<file path="config.mk">
export PLATFORM = sky130hd
export DESIGN_NAME = video_timing_gen
export DESIGN_NICKNAME = d
export VERILOG_FILES = /design/src/rtl/video_timing_gen.sv
export SDC_FILE = /design/constraint.sdc
export NUM_CORES = 1
export LEC_CHECK = 0
export CAP_MARGIN = 20
export CORE_AREA = 2 2 117 85
export DETAILED_ROUTE_END_ITERATION = 12
export DIE_AREA = 0 0 119 87
export DONT_BUFFER_PORTS = 1
export MAX_ROUTING_LAYER = met4
export PLACE_DENSITY = 0.81
export SETUP_SLACK_MARGIN = 0.1
export SKIP_CTS_REPAIR_TIMING = 1
export SYNTH_ARGS = -nofsm -noshare
export SYNTH_HDL_FRONTEND = slang
export SYNTH_SLANG_ARGS = --single-unit
</file>
<file path="constraint.sdc">
create_clock -name i_clk -period 4.5 [get_ports i_clk]
set_input_delay 0.9 -clock i_clk [delete_from_list [all_inputs] [get_ports i_clk]]
set_output_delay 0.9 -clock i_clk [all_outputs]
set_load 0.05 [all_outputs]
</file>
<file path="src/rtl/video_timing_gen.sv">
// rtl/video_timing_gen.sv - parametrised VGA timing generator with scaled line-buffer fetch and genlock
//
// Purpose : generates H/V sync and active-video timing for a parameterised
//           mode. It fetches source pixels from the ping-pong line buffer
//           with integer H/V scaling. When genlock is enabled, each frame
//           start waits for the receive side's frame pulse, and a line-count
//           timeout falls back to free-run.
// Macro   : TEST_PATTERN_EN adds i_pattern_sel. It selects 8 vertical colour
//           bars instead of line-buffer data.
// Ports   : i_clk          TX pixel clock
//           i_rst          asynchronous active-high reset
//           i_enable       advance enable; low freezes timing and pipeline
//           i_sync         frame-start pulse from the receive clock domain
//           i_sync_en      1 = genlock, 0 = free-run
//           i_bram_dout    line buffer data, valid one cycle after o_bram_addr
//           i_pattern_sel  (TEST_PATTERN_EN only) colour-bar select
//           o_bram_addr    line buffer address; MSB selects the bank
//           o_vga_r/g/b    pixel data
//           o_vga_hs/vs    syncs, aligned with the pixel data
//           o_vga_visible  active-video flag, aligned with the pixel data
//           o_locked       current frame was started by a SYNC edge
module video_timing_gen #(
  parameter int unsigned H_VISIBLE = 800,
  parameter int unsigned H_FP      = 40,
  parameter int unsigned H_SYNC    = 128,
  parameter int unsigned H_BP      = 88,
  parameter int unsigned V_VISIBLE = 600,
  parameter int unsigned V_FP      = 1,
  parameter int unsigned V_SYNC    = 4,
  parameter int unsigned V_BP      = 23,
  parameter bit          HS_POL    = 1'b1,
  parameter bit          VS_POL    = 1'b1,
  parameter int unsigned H_SCALE   = 2,
  parameter int unsigned V_SCALE   = 2,
  parameter int unsigned ADDR_W    = 14,
  parameter int unsigned WAIT_MAX  = 1024
) (
  input  logic              i_clk,
  input  logic              i_rst,
  input  logic              i_enable,
  input  logic              i_sync,
  input  logic              i_sync_en,
  input  logic [7:0]        i_bram_dout,
`ifdef TEST_PATTERN_EN
  input  logic              i_pattern_sel,
`endif
  output logic [ADDR_W-1:0] o_bram_addr,
  output logic [7:0]        o_vga_r,
  output logic [7:0]        o_vga_g,
  output logic [7:0]        o_vga_b,
  output logic              o_vga_hs,
  output logic              o_vga_vs,
  output logic              o_vga_visible,
  output logic              o_locked
);

  localparam int unsigned H_TOTAL = H_VISIBLE + H_FP + H_SYNC + H_BP;
  localparam int unsigned V_TOTAL = V_VISIBLE + V_FP + V_SYNC + V_BP;
  localparam int HW  = $clog2(H_TOTAL);
  localparam int VW  = $clog2(V_TOTAL);
  localparam int HSW = $clog2(H_SCALE) + 1;
  localparam int VSW = $clog2(V_SCALE) + 1;
  localparam int WCW = $clog2(WAIT_MAX) + 1;
  localparam logic [HW-1:0]  H_LAST = HW'(H_TOTAL - 1);
  localparam logic [VW-1:0]  V_LAST = VW'(V_TOTAL - 1);
  localparam logic [WCW-1:0] W_LAST = WCW'(WAIT_MAX - 1);

  typedef enum logic {S_RUN, S_WAIT} state_t;

  state_t            r_state, w_state_nxt;
  logic [HW-1:0]     r_h, r_srcx, r_wait_h;
  logic [VW-1:0]     r_v, r_srcy;
  logic [HSW-1:0]    r_hsub;
  logic [VSW-1:0]    r_vsub;
  logic [WCW-1:0]    r_wait_cnt;
  logic              r_sync_m, r_sync_s, r_sync_d, r_pending, r_locked, r_en_d;
  logic              w_locked_nxt, w_pend_clr, w_edge, w_pend_any;
  logic              w_h_last, w_v_last, w_frame_end, w_wait_done;
  logic              w_vis, w_hs, w_vs;
  logic [ADDR_W-1:0] r_addr;
  logic [2:0]        r_p1, r_p2, r_p3;   // {visible, hs active, vs active}
  logic [7:0]        r_r, r_g, r_b, r_dout_hold, w_pix;
`ifdef TEST_PATTERN_EN
  localparam int unsigned BAR_W = (H_VISIBLE / 8 > 0) ? H_VISIBLE / 8 : 1;
  logic [HW-1:0] r_bar_px;
  logic [2:0]    r_bar, r_bar1, r_bar2;
  logic          r_psel1, r_psel2;
`endif

  assign w_h_last    = (r_h == H_LAST);
  assign w_v_last    = (r_v == V_LAST);
  assign w_frame_end = w_h_last && w_v_last;
  assign w_wait_done = (r_wait_h == H_LAST) && (r_wait_cnt == W_LAST);
  assign w_edge      = r_sync_s && !r_sync_d;
  // An edge arriving in the same cycle as the decision counts as already pending.
  assign w_pend_any  = r_pending || w_edge;

  assign w_vis = (r_state == S_RUN) && (32'(r_h) < H_VISIBLE) && (32'(r_v) < V_VISIBLE);
  assign w_hs  = (r_state == S_RUN) && (32'(r_h) >= H_VISIBLE + H_FP)
                 && (32'(r_h) < H_VISIBLE + H_FP + H_SYNC);
  assign w_vs  = (r_state == S_RUN) && (32'(r_v) >= V_VISIBLE + V_FP)
                 && (32'(r_v) < V_VISIBLE + V_FP + V_SYNC);

  always_comb begin
    w_state_nxt  = r_state;
    w_locked_nxt = r_locked;
    w_pend_clr   = !i_sync_en;
    if (i_enable) begin
      case (r_state)
        S_RUN: begin
          if (w_frame_end) begin
            if (!i_sync_en) begin
              w_locked_nxt = 1'b0;
            end else if (w_pend_any) begin
              w_locked_nxt = 1'b1;
              w_pend_clr   = 1'b1;
            end else begin
              w_state_nxt = S_WAIT;
            end
          end
        end
        S_WAIT: begin
          if (!i_sync_en) begin
            w_state_nxt  = S_RUN;
            w_locked_nxt = 1'b0;
          end else if (w_pend_any) begin
            w_state_nxt  = S_RUN;
            w_locked_nxt = 1'b1;
            w_pend_clr   = 1'b1;
          end else if (w_wait_done) begin
            w_state_nxt  = S_RUN;
            w_locked_nxt = 1'b0;
          end
        end
        default: w_state_nxt = S_RUN;
      endcase
    end
  end

  // Synchroniser and pending flag keep running while i_enable is low.
  always_ff @(posedge i_clk or posedge i_rst) begin
    if (i_rst) begin
      r_sync_m  <= 1'b0;
      r_sync_s  <= 1'b0;
      r_sync_d  <= 1'b0;
      r_pending <= 1'b0;
      r_state   <= S_RUN;
      r_locked  <= 1'b0;
    end else begin
      r_sync_m  <= i_sync;
      r_sync_s  <= r_sync_m;
      r_sync_d  <= r_sync_s;
      r_state   <= w_state_nxt;
      r_locked  <= w_locked_nxt;
      if (w_pend_clr)  r_pending <= 1'b0;
      else if (w_edge) r_pending <= 1'b1;
    end
  end

  always_ff @(posedge i_clk or posedge i_rst) begin
    if (i_rst) begin
      r_h <= '0; r_hsub <= '0; r_srcx <= '0;
      r_v <= '0; r_vsub <= '0; r_srcy <= '0;
      r_wait_h <= '0; r_wait_cnt <= '0;
`ifdef TEST_PATTERN_EN
      r_bar_px <= '0; r_bar <= '0;
`endif
    end else if (i_enable) begin
      if (r_state == S_WAIT) begin
        // h and v already sit at 0; only the wait counter moves.
        if (w_state_nxt == S_RUN) begin
          r_wait_h <= '0; r_wait_cnt <= '0;
        end else if (r_wait_h == H_LAST) begin
          r_wait_h <= '0; r_wait_cnt <= r_wait_cnt + 1'b1;
        end else begin
          r_wait_h <= r_wait_h + 1'b1;
        end
      end else if (w_h_last) begin
        r_h <= '0; r_hsub <= '0; r_srcx <= '0;
        if (w_v_last) begin
          r_v <= '0; r_vsub <= '0; r_srcy <= '0;
        end else begin
          r_v <= r_v + 1'b1;
          if (32'(r_vsub) == V_SCALE - 1) begin
            r_vsub <= '0; r_srcy <= r_srcy + 1'b1;
          end else begin
            r_vsub <= r_vsub + 1'b1;
          end
        end
      end else begin
        r_h <= r_h + 1'b1;
        if (32'(r_hsub) == H_SCALE - 1) begin
          r_hsub <= '0; r_srcx <= r_srcx + 1'b1;
        end else begin
          r_hsub <= r_hsub + 1'b1;
        end
      end
`ifdef TEST_PATTERN_EN
      // The last bar stops advancing so it absorbs any remainder pixels.
      if (r_state == S_WAIT || w_h_last) begin
        r_bar_px <= '0; r_bar <= '0;
      end else if (32'(r_h) < H_VISIBLE) begin
        if (32'(r_bar_px) == BAR_W - 1 && r_bar != 3'd7) begin
          r_bar_px <= '0; r_bar <= r_bar + 1'b1;
        end else begin
          r_bar_px <= r_bar_px + 1'b1;
        end
      end
`endif
    end
  end

  // The line buffer has no enable. On the first frozen cycle its data is
  // captured, so the word read before the freeze is still used on resume.
  assign w_pix = r_en_d ? i_bram_dout : r_dout_hold;

  always_ff @(posedge i_clk or posedge i_rst) begin
    if (i_rst) begin
      r_en_d      <= 1'b0;
      r_dout_hold <= '0;
    end else begin
      r_en_d      <= i_enable;
      r_dout_hold <= w_pix;
    end
  end

  always_ff @(posedge i_clk or posedge i_rst) begin
    if (i_rst) begin
      r_addr <= '0; r_p1 <= '0; r_p2 <= '0; r_p3 <= '0;
      r_r <= '0; r_g <= '0; r_b <= '0;
`ifdef TEST_PATTERN_EN
      r_bar1 <= '0; r_bar2 <= '0; r_psel1 <= 1'b0; r_psel2 <= 1'b0;
`endif
    end else if (i_enable) begin
      r_addr <= w_vis ? {r_srcy[0], (ADDR_W-1)'(r_srcx)} : '0;
      r_p1   <= {w_vis, w_hs, w_vs};
      r_p2   <= r_p1;
      r_p3   <= r_p2;
`ifdef TEST_PATTERN_EN
      r_bar1 <= r_bar; r_bar2 <= r_bar1;
      r_psel1 <= i_pattern_sel; r_psel2 <= r_psel1;
      if (r_p2[2] && r_psel2) begin
        // Bar order white, yellow, cyan, green, magenta, red, blue, black.
        r_r <= {8{~r_bar2[1]}};
        r_g <= {8{~r_bar2[2]}};
        r_b <= {8{~r_bar2[0]}};
      end else begin
        r_r <= r_p2[2] ? w_pix : 8'd0;
        r_g <= r_p2[2] ? w_pix : 8'd0;
        r_b <= r_p2[2] ? w_pix : 8'd0;
      end
`else
      r_r <= r_p2[2] ? w_pix : 8'd0;
      r_g <= r_p2[2] ? w_pix : 8'd0;
      r_b <= r_p2[2] ? w_pix : 8'd0;
`endif
    end
  end

  assign o_bram_addr   = r_addr;
  assign o_vga_r       = r_r;
  assign o_vga_g       = r_g;
  assign o_vga_b       = r_b;
  assign o_vga_visible = r_p3[2];
  assign o_vga_hs      = r_p3[1] ? HS_POL : !HS_POL;
  assign o_vga_vs      = r_p3[0] ? VS_POL : !VS_POL;
  assign o_locked      = r_locked;

endmodule
</file>
==> results.cfg, run 1 <==
[outcome]
outcome = finished clean

[yosys]
synthFlopType = dfrtp_1
netlist_area_um2 = 4990
synth.top_cells.by_area = dfrtp_1 (52%), mux2_2 (3.4%), a22o_1 (3.3%), buf_4 (2.7%), nand3_1 (2.7%)
synth.avg_cell_area_um2 = 10.4
synth.most_common_cell = dfrtp_1
seq_area_frac_synth_pct = 51.6
synth_edf_count = 0
synth-simple-area-share_pct = 18.5
yosys.area.top_type = dfrtp_1
yosys.area_share.adder_pct = 2.01
synth-compound-area-share_pct = 13.1
yosysUniqueCellTypes = 55
synth_cells = 480
synth_commonest_cells = dfrtp_1 (103), nand2_1 (28), nand3_1 (27), inv_1 (26), nor2_1 (26)
synth_top_family_by_area = simple AND/OR/NAND/NOR gates
synthMuxAreaShare_pct = 4.39
synth_warnings = 0
ys_ff_latch = 103
async_flop_share_pct = 100
synth_xor_area_share_pct = 3.83
yosys.area.top_type_share_pct = 51.6

[clocking]
cts_root_buffer = clkbuf_16
clockBufferDepth = 2
clock_latency_ps = 360
clk_pin_slew_ps = 70
numClockSinks = 103
htree_levels = 3
numCtsBuffers = 9
cts_tree = built

[layout]
nets = 488
stdcell_count = 600
n_fill_cell = 782
diodes = 0
syn_to_final_growth_pct = 7.07
drive_above_1_share_pct = 12.7
fin_util_pct = 57.2

[floorplanning]
fp.dieW_um = 119
io_pins = 55
core.rowCount = 30
initial_utilization_pct = 53.4
core-area_um2 = 9350
fp.dieH_um = 87
die_area_um2 = 10400

[route]
routedWlPerCell_um = 16.5
vias_per_cell = 6.04
wl_um = 9900
drt_iter0_drc = 326
drc_errors = 0
vias = 3623
ant_nets = 0
drt_pre_antenna_iters = 5

[power_and_ir_drop]
ir_worst_vdd_uv = 203
power_mw = 2.19
power_leakage_nw = 2.32
pwr_density_cell_nw_per_um2 = 410

[global_route]
grt_max_degree = 83
grtUsageTotal_pct = 20.9
antenna_found_initial = 0
grt.overflow.total = 0
grt_pass1_vias = 3346
grt_pass1_wl_um = 16500

[timing]
max_slew_margin_pct = 46.9
layout_min_cycle_time_ps = 2640
fin_skew_ps = 6.98
worstMarginPinSlew_ps = 795
max_freq_ghz = 0.379
rsz0062_at_grt = false
timing.final.crit_share_pct = 58.6
setup-tns-final_ps = 0
finalSetupViolations = 0
maxSlewViolCount = 0
hold_viol = 0

[worst_setup_path]
worstSetupPathType = register to register
ff2ff_setup_slack_ps = 1860
cp_max_fo = 22
endpoint_kind = register
startpoint_type = register
crit_arrival_ps = 2910
r2r_start = r_wait_h[5]$_DFFE_PP0P_
crit_start = r_wait_h[5]$_DFFE_PP0P_
reg2reg_depth = 4
endpoint = r_wait_cnt[9]$_DFFE_PP0P_
crit_required_ps = 4780
r2r_end = r_wait_cnt[9]$_DFFE_PP0P_

[job]
cap_violations = 0

[placed_design]
dp.cells = 581
dp_hpwl_um = 6620
gp_congestion = 0.861
io_buffers = 0

[worst_hold_path]
hold_class = input pin to async pin
registers in the layout, summed over array words and instances (netlist names):
name         cells
o_bram_addr     12
o_locked         1
o_vga_b          8
r_dout_hold      8
r_en_d           1
r_h             11
r_hsub           2
r_p1             3
r_p2             3
r_p3             3
r_pending        1
r_srcx          11
r_srcy           1
r_state          1
r_sync_d         1
r_sync_m         1
r_sync_s         1
r_v             10
r_vsub           2
r_wait_cnt      11
r_wait_h        11
cell families (layout without fill, tap and decap cells):
logic type	Yosys count	count (layout)
xor+xnor	21	21
buf+inv	66	57
mux	20	20
flops	103	103
simple gates	165	165
compound gates	96	96
fa+ha+maj	8	8
other cells	1	2
power breakdown:
part	internal, mW	leakage [nW]	total, mW	switching [mW]
registers	1.01	1.35	1.14	0.133
clock network	0.386	0.141	0.750	0.364
logic	0.0995	0.837	0.305	0.205
layout make-up:
cell class                 count  area (um2)  area share (%)
inverter                      27         104            1.94
clock buffer                   9         225            4.21
multi-input combinational    312        2090            39.2
sequential                   103        2580            48.2
timing repair buffer          14         123            2.29
clock inverter                 7        61.3            1.15
tap                          128         160            3.00
critical path, stage by stage, from the launching register on:
cell     delay [ps]
dfrtp_1         460
nor4b_1         530
nand3_1         680
or4_1           730
a21oi_1         170
through the flow:
| stage | area, um2 | setup WS, ps | hold slack [ps] |
|---|---|---|---|
| after detailed placement | 5020 | 1850 | 338 |
| after floorplan | 5000 | 896 | 331 |
| after global routing | 5350 | 1660 | 287 |
| after CTS | 5310 | 1860 | 354 |
| final | 5350 | 1860 | 293 |
| after global placement | 5020 | 1920 | 339 |
metal layers:
layer / global-route usage, % / routed length [um] / vias up
li1: - / - / 1699
met1: 27.9 / 4620 / 1795
met2: 30.5 / 4440 / 118
met3: 6.87 / 713 / 11
met4: 6.49 / 130 / 0
met5: - / 0 / -
worst min-delay path by stage:
stage / start / end / slack [ps]
final: i_rst / o_vga_b[7]$_DFFE_PP0P_ / 290
after global routing: i_rst / o_vga_b[2]$_DFFE_PP0P_ / 290
after detailed placement: r_sync_m$_DFF_PP0_ / r_sync_s$_DFF_PP0_ / 340
after CTS: r_sync_m$_DFF_PP0_ / r_sync_s$_DFF_PP0_ / 350
after floorplan: r_sync_m$_DFF_PP0_ / r_sync_s$_DFF_PP0_ / 330
after global placement: r_sync_m$_DFF_PP0_ / r_sync_s$_DFF_PP0_ / 340
cell usage in the layout, fill, tap and decap left out, types with 3 or more instances in the layout:
cell / n
dfrtp_1: 103
a21oi_1: 15
a31o_2: 6
nor2b_1: 3
xor2_1: 8
buf_4: 12
nand4_1: 18
a31oi_1: 7
nor3_1: 10
o21ai_0: 25
and2_1: 4
clkinv_4: 3
o31ai_1: 7
xnor2_1: 12
inv_6: 4
nand3_1: 27
o22ai_1: 4
and4_1: 6
a22o_1: 19
clkbuf_16: 9
and3_1: 9
nor2_1: 26
ha_1: 8
mux2_2: 15
nor4_1: 7
or4_1: 6
or3_1: 6
o41ai_1: 3
nand2_1: 28
inv_1: 25
mux2i_1: 5
Note: power is estimated with default switching activity, not from simulation.
==> inputs of run 2 (changes only) <==
==> constraint.sdc (replaced) <==
create_clock -name i_clk -period 2.7 [get_ports i_clk]
set_input_delay 0.54 -clock i_clk [delete_from_list [all_inputs] [get_ports i_clk]]
set_output_delay 0.54 -clock i_clk [all_outputs]
set_load 0.05 [all_outputs]
==> run 2 against run 1 <==
  * Critical path depth is 2 higher
  * Sequential power grew 67%
  * Combinational power rose by 66%
  * Non-clock buffer count increased by 2
  * Clock-buffer cell count up 1
  * Register-to-register slack worse by 1400 ps
  * Worst hold slack worse by 240 ps
  * Routed wire length down 0.66%
  * Die area did not move
  * Clock skew up 2.8 ps
  * Flip-flop and latch count did not move
  * Final cell count is 0.33% higher
  * Critical endpoint is now r_wait_h[5]$_DFFE_PP0P_
  * Largest cell class unchanged
==> results.cfg, run 2 (synthesis results as in run 1) <==
[outcome]
outcome = finished clean

[timing]
fin_skew_ps = 9.78
timing.final.crit_share_pct = 84.1
layout_min_cycle_time_ps = 2270
setup-tns-final_ps = 0
rsz0062_at_grt = false
finalSetupViolations = 0
max_freq_ghz = 0.440
hold_viol = 0
max_slew_margin_pct = 50.2
maxSlewViolCount = 0
whs_ps = 48.3
worstMarginPinSlew_ps = 741

[route]
drt_pre_antenna_iters = 5
ant_nets = 0
wl_um = 9840
routedWlPerCell_um = 16.3
drt_iter0_drc = 237
drc_errors = 0
vias = 3563
vias_per_cell = 5.92

[worst_setup_path]
worst-path-buf-inv = 1
endpoint_kind = register
crit_chain = ha_1 -> and4_1 -> nand3_1 -> buf_4 -> a31o_2 -> a22o_1
cp.depth = 6
reg2reg_depth = 6
cp_slowest_cell = dfrtp_1
crit_arrival_ps = 2510
max_stage_delay_ps = 410
crit_start = r_wait_h[1]$_DFFE_PP0P_
crit_required_ps = 2940
worstSetupPathType = register to register
r2r_start = r_wait_h[1]$_DFFE_PP0P_
path_delay_family = simple AND/OR/NAND/NOR gates
startpoint_type = register
cp_max_fo = 13

[global_route]
grtUsageTotal_pct = 21.0
antenna_found_initial = 0
grt.overflow.total = 0
grt_pass1_wl_um = 16900
grt_pass1_vias = 3444
grt_max_degree = 86

[power_and_ir_drop]
power_leakage_nw = 2.32
pwr_density_cell_nw_per_um2 = 682
ir_worst_vdd_uv = 405

[layout]
syn_to_final_growth_pct = 7.22
largest_reg_flops = 12
layout_commonest_cell = dfrtp_1
drive_above_1_share_pct = 12.9
final_cell_mix = dfrtp_1 (103), nand2_1 (28), nand3_1 (27), nor2_1 (26)
nets = 490
diodes = 0
fin_util_pct = 57.3
final_area_um2 = 5350

[floorplanning]
initial_utilization_pct = 53.4
fp.dieH_um = 87
core-area_um2 = 9350
core.rowCount = 30
die_area_um2 = 10400
io_pins = 55
fp.dieW_um = 119

[clocking]
numClockSinks = 103
clockBufferDepth = 2
clk_pin_slew_ps = 70
cts_root_buffer = clkbuf_16
clock_latency_ps = 360
htree_levels = 3
numCtsBuffers = 9
cts_tree = built

[placed_design]
dp_hpwl_um = 6630
io_buffers = 0
placed_area_um2 = 5070
gp_congestion = 0.821

[worst_hold_path]
hold_class = input pin to async pin

[job]
cap_violations = 0
-- run 2: power breakdown --
part | total (mW) | switching [mW] | internal [mW]
Sequential | 1.90 | 0.227 | 1.68
Clock | 1.24 | 0.601 | 0.640
Combinational | 0.507 | 0.341 | 0.166
-- run 2: final timing paths --
| path | endpoint | slack (ps) |
|---|---|---|
| setup / recovery | r_wait_h[5]$_DFFE_PP0P_ | 430 |
| hold / removal | r_dout_hold[0]$_DFF_PP0_ | 50 |
| setup reg to reg | r_wait_h[5]$_DFFE_PP0P_ | 430 |
| hold reg to reg | r_sync_s$_DFF_PP0_ | 350 |
| max in group asynchronous | o_bram_addr[13]$_DFFE_PP0P_ | 1890 |
| min in group i_clk | r_en_d$_DFF_PP0_ | 210 |
-- run 2: cell type report --
| class | count | area [um2] |
|---|---|---|
| Multi-Input combinational cell | 312 | 2090 |
| Clock buffer | 10 | 229 |
| Tap cell | 128 | 160 |
| Clock inverter | 6 | 53.8 |
| Fill cell | 760 | 3990 |
| Inverter | 27 | 105 |
| Sequential cell | 103 | 2580 |
| Timing Repair Buffer | 16 | 133 |
-- run 2: stage by stage --
step | setup WS (ps) | power, mW | instances
after global placement | 534 | 2.41 | 586
after detailed placement | 486 | 2.44 | 586
after floorplan | 590 | 2.35 | 481
after global routing | 216 | 3.82 | 602
after CTS | 461 | 3.67 | 602
final | 429 | 3.65 | 602
-- run 2: routing by layer --
layer	vias up	global-route usage, %	routed length [um]
li1	1703	-	-
met5	-	-	0
met1	1764	28.5	4640
met3	10	4.32	474
met2	86	32.0	4600
met4	0	6.93	125
